## src/rtl/and_gate.sv

```systemverilog
// Purpose: bitwise two-input AND leaf cell with an optional registered/monitoring path.
// Latency: f is combinational (0 cycles); f_q, f_rise and hi_count are registered (1 cycle).
// Backpressure: none; inputs are sampled every cycle and en only gates the f_q update.
//
// Ports:
//   clk      - system clock, all state updates on its rising edge
//   rst_n    - synchronous active-low reset, takes priority over en
//   a, b     - WIDTH-bit operands
//   en       - update enable for the registered copy f_q
//   f        - a & b, combinational, independent of clk/rst_n/en
//   f_q      - registered copy of f, holds while en is low
//   f_rise   - one-cycle pulse after the edge where &f_q goes 0->1
//   hi_count - saturating count of cycles in which &f_q was 1
module and_gate #(
    parameter int WIDTH = 1,
    parameter int CNT_W = 16
) (
    input  logic             clk,
    input  logic             rst_n,
    input  logic [WIDTH-1:0] a,
    input  logic [WIDTH-1:0] b,
    input  logic             en,
    output logic [WIDTH-1:0] f,
    output logic [WIDTH-1:0] f_q,
    output logic             f_rise,
    output logic [CNT_W-1:0] hi_count
);

    localparam logic [CNT_W-1:0] CNT_MAX = {CNT_W{1'b1}};

    logic [WIDTH-1:0] f_q_nxt;
    logic             all_q;
    logic             all_nxt;
    logic             prev_hi;

    // Pure combinational path: must work with no clock activity at all.
    assign f = a & b;

    // Value f_q will take at the coming edge (outside reset).
    assign f_q_nxt = en ? f : f_q;

    // all_q is the level the counter looks at this cycle; all_nxt is the
    // level f_q will show after the edge, which is what f_rise reports on.
    assign all_q   = &f_q;
    assign all_nxt = &f_q_nxt;

    always_ff @(posedge clk) begin
        if (!rst_n) begin
            f_q      <= '0;
            f_rise   <= 1'b0;
            hi_count <= '0;
            prev_hi  <= 1'b0;
        end else begin
            f_q     <= f_q_nxt;
            // prev_hi tracks &f_q one cycle behind, so the pulse fires only
            // on the edge where the reduced level actually turns on.
            f_rise  <= all_nxt & ~prev_hi;
            prev_hi <= all_nxt;
            // Counts the level present before this edge; sticks at max.
            if (all_q && (hi_count != CNT_MAX)) begin
                hi_count <= hi_count + CNT_W'(1);
            end
        end
    end

endmodule

```

## config.mk

```make
export PLATFORM = sky130hd
export DESIGN_NAME = and_gate
export DESIGN_NICKNAME = d
export VERILOG_FILES = /design/src/rtl/and_gate.sv
export SDC_FILE = /design/constraint.sdc
export NUM_CORES = 1
export LEC_CHECK = 0
export CAP_MARGIN = 10
export CORE_MARGIN = 10
export CORE_UTILIZATION = 30
export DETAILED_ROUTE_END_ITERATION = 12
export DONT_BUFFER_PORTS = 1
export GPL_TIMING_DRIVEN = 1
export PLACE_DENSITY = 0.55
export SLEW_MARGIN = 20
export SYNTH_ARGS = -nofsm -noshare
export SYNTH_HDL_FRONTEND = slang
export SYNTH_SLANG_ARGS = --single-unit
```

## constraint.sdc

```tcl
create_clock -name clk -period 1.8 [get_ports clk]
set_input_delay 0.45 -clock clk [delete_from_list [all_inputs] [get_ports clk]]
set_output_delay 0.45 -clock clk [all_outputs]
set_load 0.05 [all_outputs]
```

==> results.py, run 1 <==
metrics = {
    "status": {
        "status": "finished clean",
    },
    "power_and_ir_drop": {
        "sequentialPowerShare": 0.636,
        "leakagePower_uw": 0.0004571,
        "ir_drop_mv": 0.2639,
        "switching_share": 0.2324,
        "power.internal_uw": 489.3,
        "cellPowerDensity_mw_per_mm2": 538.5,
        "pwr-share-clk": 0.312,
        "combPwrFrac": 0.052,
        "p_switching_uw": 148.2,
    },
    "floorplan": {
        "die_h_um": 76.12,
        "io_pins": 24,
        "core_sq_mm": 0.003028,
        "start_util": 0.3120,
        "dieArea_sq_mm": 0.005793,
        "fp-row-count": 20,
        "die_w_um": 76.12,
    },
    "timing": {
        "slew_headroom": 0.6509,
        "worst_pin_slew_ps": 523.7,
        "setup_viol": 0,
        "grt_setup_unrepaired": "false",
        "period_share": 0.9345,
        "finClkSkew_ps": 0.9484,
        "finalMaxSlewViolations": 0,
        "fin_setup_tns_ps": 0,
        "timing_hold_violations_final": 0,
        "period_minus_slack_ps": 1682,
        "fmax_ghz": 0.5945,
    },
    "grt": {
        "grt_first_pass_wirelength_um": 3974,
        "grt-ovfl-total": 0,
        "grt_usage": 0.08213,
        "antenna_found_initial": 0,
        "grt_max_degree": 20,
        "grt_pass1_vias": 858,
    },
    "setup_path": {
        "critPathMaxFanout": 7,
        "worst_path_max_delay_cell": "o41ai_1",
        "reg2reg_depth": 5,
        "r2r-start": "hi_count[12]$_SDFFE_PN0P_",
        "critPathLaunch": "hi_count[12]$_SDFFE_PN0P_",
        "worstSetupPathType": "register to register",
        "max_stage_delay_ps": 550,
        "worstPathRequired_ps": 1980,
        "worstPathCellList": "nand4_1, o41ai_1, buf_4, xor2_1, nor2_1",
        "setup.worst_path.end_class": "register",
        "critPathLaunchType": "register",
        "crit_arrival_ps": 1860,
    },
    "synth": {
        "yosys.area.top_type": "dfxtp_1",
        "synth-adder-area-share": 0.01325,
        "yosysSeqAreaShare": 0.3815,
        "yosys.area_share.simple": 0.3232,
        "synth_top_area_share": 0.3815,
        "synth_top_family_by_area": "simple AND/OR/NAND/NOR gates",
        "synth-edff-count": 0,
        "synth_area_sq_um": 944.7,
        "synth_area_per_cell_sq_um": 8.997,
        "syn_inst": 105,
        "netlist_top_cells_area": "dfxtp_1 (38%), mux2i_1 (6.4%), nand2_1 (5.2%)",
        "synth-compound-area-share": 0.1430,
        "synth_warnings": 0,
        "ys_seq_elements": 18,
        "yosysUniqueCellTypes": 37,
        "synthXorXnorAreaFrac": 0.03709,
        "synth_mux_area_frac": 0.06358,
        "syn-num-nets": 111,
        "async_reset_ff_frac": 0,
        "synth-main-ff-cell": "dfxtp_1",
    },
    "finish": {
        "final_cell_mix": "buf_4 (22), dfxtp_2 (16), nand2_1 (13)",
        "final_common_cell": "buf_4",
        "antennaDiodeCount": 0,
        "layout-drive-gt1-share": 0.3780,
        "area_growth_pct": 25.30,
        "design_area_sq_mm": 0.001184,
        "nets": 135,
    },
    "cts": {
        "clkLatencyLatePin_ps": 290,
        "root_buffer": "clkbuf_4",
        "cts_buffers": 3,
        "cts.sinks": 18,
        "cts_tree": "built",
        "clk_pin_slew_ps": 100,
        "htreeDepth": 1,
        "clockBufferDepth": 2,
    },
    "detailed_routing": {
        "drtPass1Iterations": 4,
        "drt-vias-per-instance": 5.018,
        "routed_wirelength_um": 2380,
        "vias": 858,
        "drt_iter0_markers": 51,
        "wire_per_inst_um": 13.92,
        "ant_nets": 0,
        "drc_errors": 0,
    },
    "place": {
        "gp_congestion": 0.8686,
        "port_buffers": 0,
        "placed_area_sq_mm": 0.001160,
        "place_hpwl_um": 1882,
    },
    "min_path": {
        "whs_path_depth": 2,
        "hp-class": "primary input to register",
        "hp-start": "rst_n",
    },
    "job": {
        "cap_violations": 0,
    },
}
## power groups by stage
stage | Sequential [uW] | Clock [uW] | Combinational [uW]
after floorplan | 423 | 0 | 24.1
after global placement | 415 | 0 | 33.2
after detailed placement | 415 | 0 | 33.8
after CTS | 406 | 206 | 33.7
after global routing | 406 | 230 | 36.3
final | 406 | 199 | 33.2
## state kept, by name, summed over array words and instances (netlist names)
name      count
prev_hi       1
f_rise        1
hi_count     16
## critical path, delay by kind of cell, from the launching register on
family,cells,cell delay [ps]
DFF,1,390
and+or+nand+nor,2,270
xor gates and xnor gates,1,140
AOI/OAI and AO/OA,1,550
buffers and inverters,1,210
## Yosys cell counts (3+ instances only)
cell / instances
mux2i_1: 6
nor2_1: 4
o21ai_0: 3
nand2b_1: 7
a21oi_1: 3
dfxtp_1: 18
nand2_1: 13
inv_1: 3
nand3_1: 6
nand4_1: 5
nor3_1: 3
## stage by stage
step | setup WS, ps | std cells | hold WS (ps) | total power (uW) | util
6_report | 117.9 | 171 | 279.0 | 637.4 | 0.3909
3_3_place_gp | 200.7 | 168 | 473.5 | 448.1 | 0.3831
2_1_floorplan | -4.780 | 105 | 581.4 | 447.3 | -
5_1_grt | 66.44 | 171 | 264.7 | 672.3 | 0.3909
4_1_cts | 173.2 | 171 | 269.2 | 644.9 | 0.3905
3_5_place_dp | 198.9 | 168 | 476.0 | 448.8 | 0.3831
## per-layer routing
metal,GRT usage,share of wire
met5,0,0
met1,0.09189,0.45
met3,0.03302,0.070
met2,0.1318,0.46
met4,0.04089,0.018
## cells by family after synthesis
logic type      Yosys count
buf+inv                   6
flops                    18
simple gates             52
xor+xnor                  4
mux                       6
compound gates           18
fa+ha+maj                 1
## path summary, 6_finish.rpt
check / to / slack [ps]
min: hi_count[6]$_SDFFE_PN0P_ / 280
max: hi_count[2]$_SDFFE_PN0P_ / 120
max reg2reg: hi_count[2]$_SDFFE_PN0P_ / 120
min reg2reg: hi_count[15]$_SDFFE_PN0P_ / 490
## layout make-up
type                    instances  area, sq um
inverters                       3        11.26
well taps                      44        55.05
flip-flops and latches         18        380.4
repair buffers                 22        165.2
clock buffers                   3        22.52
fillers                       312         1844
multi-input cells              81        549.3
## what timing repair did
action	CTS	global route
gates resized for setup	0	1
hold buffers	0	0
setup buffers	0	0
endpoints found under the setup margin	0	1
Power figures use the tool's default switching activity.
==> run 2: changes to the inputs <==
--- a/config.mk
+++ b/config.mk
@@ -12,6 +12,7 @@
 export DONT_BUFFER_PORTS = 1
 export GPL_TIMING_DRIVEN = 1
 export PLACE_DENSITY = 0.55
+export REMOVE_ABC_BUFFERS = 1
 export SLEW_MARGIN = 20
 export SYNTH_ARGS = -nofsm -noshare
 export SYNTH_HDL_FRONTEND = slang
==> run 2 against run 1 <==
First-iteration DRC count increased by 27%. Sequential power about the same. Maximum frequency increased by 2.8%. Cell count up 1.8%. Die area unchanged. Register-to-register slack improved by 50 ps. Non-clock buffer count up 3. Critical path depth fell by 2. Clock-buffer cell count stayed put. Global-route usage rose by 0.43 points. Sequential share of layout area down 1.9 points. Total power increased by 1.4%. Critical endpoint is now hi_count[6]$_SDFFE_PN0P_. Highest routed layer unchanged.
==> results.py, run 2 (synthesis results as in run 1) <==
metrics = {
    "timing": {
        "period_share": 0.9087,
        "grt_setup_unrepaired": "false",
        "period_minus_slack_ps": 1636,
        "worst_pin_slew_ps": 522.5,
        "finalMaxSlewViolations": 0,
        "timing_hold_violations_final": 0,
        "setup_viol": 0,
        "finClkSkew_ps": 6.208,
        "fmax_ghz": 0.6114,
        "whs_ps": 270.2,
        "slew_headroom": 0.6517,
    },
    "detailed_routing": {
        "wire_per_inst_um": 13.84,
        "routed_wirelength_um": 2409,
        "drt_iter0_markers": 65,
        "drc_errors": 0,
        "drt-vias-per-instance": 5.098,
        "ant_nets": 0,
        "drtPass1Iterations": 4,
        "vias": 887,
    },
    "floorplan": {
        "fp-row-count": 20,
        "die_w_um": 76.12,
        "die_h_um": 76.12,
        "dieArea_sq_mm": 0.005793,
        "io_pins": 24,
        "core_sq_mm": 0.003028,
        "start_util": 0.3120,
    },
    "power_and_ir_drop": {
        "ir_drop_mv": 0.3400,
        "leakagePower_uw": 0.0004641,
        "cellPowerDensity_mw_per_mm2": 541.7,
    },
    "cts": {
        "root_buffer": "clkbuf_4",
        "cts_tree": "built",
        "cts_buffers": 3,
        "clk_pin_slew_ps": 100,
        "clockBufferDepth": 2,
        "hold_buffers": 0,
        "clkLatencyLatePin_ps": 300,
        "cts.sinks": 18,
        "htreeDepth": 1,
    },
    "place": {
        "port_buffers": 0,
        "place_hpwl_um": 1909,
        "gp_congestion": 0.7772,
    },
    "setup_path": {
        "worstPathCellList": "nand4_1, or4_2, a31oi_1",
        "worst_path_max_delay_cell": "or4_2",
        "max_stage_delay_ps": 720,
        "critPathBufInv": 0,
        "critPathMaxFanout": 6,
        "crit_arrival_ps": 1870,
        "worstPathRequired_ps": 2040,
        "critPathTopFamily": "simple AND/OR/NAND/NOR gates",
        "setup.worst_path.end_class": "register",
        "critPathLaunchType": "register",
        "worstSetupPathType": "register to register",
    },
    "finish": {
        "layout-drive-gt1-share": 0.2769,
        "seq_area_sq_um": 360.3,
        "largest-register": "hi_count",
        "fillers": 310,
        "largest_register_ffs": 16,
        "antennaDiodeCount": 0,
        "nets": 138,
        "reg_top3": "hi_count: 16 flops, f_rise: 1 flops, prev_hi: 1 flops",
        "final_common_cell": "buf_4",
        "multi_input_area_sq_um": 556.8,
        "utilization": 0.3942,
        "final_cell_mix": "buf_4 (25), dfxtp_1 (18), nand2_1 (13)",
        "area_growth_pct": 26.36,
    },
    "grt": {
        "antenna_found_initial": 0,
        "grt_max_degree": 20,
        "grt_first_pass_wirelength_um": 4188,
        "grt-ovfl-total": 0,
        "grt_pass1_vias": 859,
        "busiest_layer": "met2",
        "use_met1": 0.09434,
        "met2_usage": 0.1378,
        "grt_usage": 0.08638,
        "met3_usage": 0.04953,
    },
    "job": {
        "cap_violations": 0,
    },
    "min_path": {
        "hp-class": "primary input to register",
    },
    "status": {
        "status": "finished clean",
    },
}
## run 2: path summary, 6_finish.rpt
path,from,end,slack [ps],depth (start not counted)
worst max-delay path,hi_count[14]$_SDFFE_PN0P_,hi_count[6]$_SDFFE_PN0P_,160,3
worst min-delay path,rst_n,hi_count[12]$_SDFFE_PN0P_,270,1
worst max register to register,hi_count[14]$_SDFFE_PN0P_,hi_count[6]$_SDFFE_PN0P_,160,3
worst min register to register,hi_count[15]$_SDFFE_PN0P_,hi_count[15]$_SDFFE_PN0P_,520,2
## run 2: metal layers
layer / share of wire / vias to the layer above
met2: 0.47 / 24
met3: 0.10 / 4
met5: 0 / -
met4: 0.011 / 0
met1: 0.42 / 415
li1: - / 444
## run 2: power by group
| part | internal, uW | switching, uW | total [uW] |
|---|---|---|---|
| logic | 11.5 | 23.4 | 34.8 |
| registers | 401 | 4.00 | 405 |
| clock network | 78.1 | 129 | 207 |
## run 2: cell type report
class | count | area share
tap | 44 | 0.04612
timing repair buffer | 25 | 0.1572
inverter | 3 | 0.009434
sequential | 18 | 0.3019
clock buffer | 3 | 0.01887
multi-input combinational | 81 | 0.4665
## run 2: through the flow
| stage | setup TNS, ps | power (uW) | worst slack [ps] | instance area, sq um | std cells |
|---|---|---|---|---|---|
| final | 0 | 646.6 | 164.3 | 1194 | 174 |
| after global routing | 0 | 681.4 | 41.91 | 1194 | 174 |
| after CTS | 0 | 657.4 | 136.6 | 1185 | 174 |
| after detailed placement | 0 | 449.2 | 166.9 | 1162 | 171 |
| after global placement | 0 | 449.0 | 173.1 | 1162 | 171 |
| after floorplan | -1413 | 439.8 | -187.9 | 919.6 | 102 |
## run 2: timing repair
action / 4_1_cts / 5_1_grt
resized for setup: 0 / 2
buffers inserted: 0 / 0
setup endpoints to repair: 0 / 2
## run 2: worst reg2reg max path, stage by stage (launching register included)
cell and delay, ps:
dfxtp_1 420, nand4_1 270, or4_2 720, a31oi_1 170
==> run 3: changes to the inputs <==
--- a/config.mk
+++ b/config.mk
@@ -5,6 +5,7 @@
 export SDC_FILE = /design/constraint.sdc
 export NUM_CORES = 1
 export LEC_CHECK = 0
+export ABC_AREA = 1
 export CAP_MARGIN = 10
 export CORE_MARGIN = 10
 export CORE_UTILIZATION = 30
==> run 3 against run 2 <==
Synthesized cell count rose by 55%. Utilization decreased by 2.0 points. Global-route usage hardly changed. Via count grew 21%. Clock power rose by 26%. Largest power group unchanged. Highest routed layer unchanged.
==> results.py, run 3 <==
metrics = {
    "timing": {
        "setup_viol": 0,
        "finalMaxSlewViolations": 0,
        "period_share": 0.8123,
        "timing_hold_violations_final": 0,
        "grt_setup_unrepaired": "false",
        "period_minus_slack_ps": 1462,
        "fmax_ghz": 0.6840,
        "slew_headroom": 0.6661,
        "fin_setup_tns_ps": 0,
        "worst_pin_slew_ps": 500.1,
        "finClkSkew_ps": 1.892,
    },
    "setup_path": {
        "setup.worst_path.end_class": "output port",
        "critPathLaunchType": "register",
        "critPathBufInv": 1,
        "max_stage_delay_ps": 460,
        "worst_path_max_delay_cell": "dfxtp_1",
        "critPathMaxFanout": 5,
        "crit_arrival_ps": 1010,
        "worstPathCellList": "buf_4",
        "worstPathRequired_ps": 1350,
        "critPathTopFamily": "flip-flops",
        "worstSetupPathType": "register to output port",
    },
    "finish": {
        "layout-drive-gt1-share": 0.1803,
        "nets": 190,
        "area_growth_pct": 20.27,
        "utilization": 0.3738,
        "largest_register_ffs": 16,
        "final_common_cell": "nor2_1",
        "final_cell_mix": "nor2_1 (41), nand2_1 (39), inv_1 (19)",
        "antennaDiodeCount": 0,
        "reg_top3": "hi_count: 16 flops, f_rise: 1 flops, prev_hi: 1 flops",
        "largest-register": "hi_count",
        "fin_cells": 229,
        "design_area_sq_mm": 0.001247,
    },
    "synth": {
        "synth_area_per_cell_sq_um": 6.363,
        "ys_seq_elements": 18,
        "synth-adder-area-share": 0.01206,
        "yosysSeqAreaShare": 0.3474,
        "syn_inst": 163,
        "synth_top_area_share": 0.3474,
        "yosysUniqueCellTypes": 19,
        "netlist_top_cells_area": "dfxtp_1 (35%), nor2_1 (15%), nand2_1 (14%)",
        "synth-compound-area-share": 0.07479,
        "synth-main-ff-cell": "dfxtp_1",
        "synth-edff-count": 0,
        "synth_mux_area_frac": 0,
        "synth_top_family_by_area": "simple AND/OR/NAND/NOR gates",
        "async_reset_ff_frac": 0,
        "synthXorXnorAreaFrac": 0,
        "yosys.area_share.simple": 0.4825,
        "yosys.area.top_type": "dfxtp_1",
        "synth_area_sq_mm": 0.001037,
        "yosys.cell_count.top_type": "nor2_1",
        "synth_warnings": 0,
        "ys_top_cells_by_count": "nor2_1 (41), nand2_1 (39), inv_1 (19), dfxtp_1 (18), nand3_1 (10)",
    },
    "min_path": {
        "hp-class": "primary input to register",
    },
    "power_and_ir_drop": {
        "ir_drop_mv": 0.2779,
        "cellPowerDensity_mw_per_mm2": 587.3,
        "leakagePower_uw": 0.0005556,
        "finalPower_uw": 732.7,
    },
    "cts": {
        "cts_buffers": 3,
        "root_buffer": "clkbuf_4",
        "hold_buffers": 0,
        "cts.sinks": 18,
        "clk_pin_slew_ps": 110,
        "htreeDepth": 1,
        "post_cts_resized": 0,
        "cts_tree": "built",
        "clkLatencyLatePin_ps": 310,
        "clockBufferDepth": 2,
        "post-cts-setup-buffers": 0,
    },
    "detailed_routing": {
        "wire_per_inst_um": 11.44,
        "drt-vias-per-instance": 4.699,
        "routed_wirelength_um": 2619,
        "drc_errors": 0,
        "ant_nets": 0,
        "vias": 1076,
        "drt_iter0_markers": 53,
        "drtPass1Iterations": 4,
    },
    "place": {
        "gp_congestion": 0.8665,
        "placedCellCount": 225,
        "placed_area_sq_mm": 0.001211,
        "port_buffers": 0,
        "place_hpwl_um": 2151,
    },
    "grt": {
        "antenna_found_initial": 0,
        "grt_max_degree": 18,
        "grt_first_pass_wirelength_um": 4485,
        "grt_usage": 0.08618,
        "grt-ovfl-total": 0,
        "grt_pass1_vias": 1020,
    },
    "floorplan": {
        "die_w_um": 78.80,
        "core_sq_mm": 0.003337,
        "io_pins": 24,
        "dieArea_sq_mm": 0.006209,
        "die_h_um": 78.80,
        "fp-row-count": 21,
        "start_util": 0.3108,
    },
    "job": {
        "cap_violations": 0,
    },
    "status": {
        "status": "finished clean",
    },
}
==> run 3: cell types whose count changed after synthesis, sizes merged, moves of 3 or more <==
cell	delta
nand2b	-7
nand4	-3
a21oi	+6
inv	+17
nor2	+41
mux2i	-6
nand3	+6
nand2	+31
or3	-3
==> run 3: logic make-up after synthesis <==
group                    after synthesis
flip-flops                            18
buffers and inverters                 21
AO/OA/AOI/OAI                         15
AND/OR/NAND/NOR                      108
adder cells (fa/ha/maj)                1
==> run 3: metrics by stage <==
step / worst slack (ps) / hold slack, ps
CTS: 324.4 / 212.6
floorplan: 33.43 / 541.9
global route: 205.6 / 206.0
detailed placement: 385.8 / 545.7
finish: 337.9 / 219.1
global placement: 425.1 / 544.5
==> run 3: path summary, 6_finish.rpt <==
path	startpoint	endpoint	slack, ps	depth (start not counted)
max	hi_count[3]$_SDFFE_PN0P_	hi_count[3]	340	1
min	en	prev_hi$_SDFF_PN0_	220	1
max reg2reg	hi_count[0]$_SDFFE_PN0P_	hi_count[11]$_SDFFE_PN0P_	390	6
min reg2reg	hi_count[8]$_SDFFE_PN0P_	hi_count[8]$_SDFFE_PN0P_	570	2
==> run 3: layout make-up <==
class | count | area [sq um]
Clock buffer | 4 | 36.28
Fill cell | 380 | 2090
Inverter | 20 | 75.07
Multi-Input combinational cell | 124 | 590.6
Sequential cell | 18 | 360.3
Tap cell | 46 | 57.56
Timing Repair Buffer | 17 | 127.6
==> run 3: where the power goes <==
| part | switching [uW] | total (uW) | internal, uW |
|---|---|---|---|
| Clock | 137 | 261 | 124 |
| Sequential | 8.61 | 413 | 404 |
| Combinational | 43.1 | 58.6 | 15.5 |
==> run 3: metal layers <==
layer  vias up  GRT usage  share of wire
met5         -          0              0
met4         0    0.01075         0.0031
met3         3    0.05968           0.13
met2        32     0.1414           0.45
met1       487    0.09185           0.42
li1        554          -              -
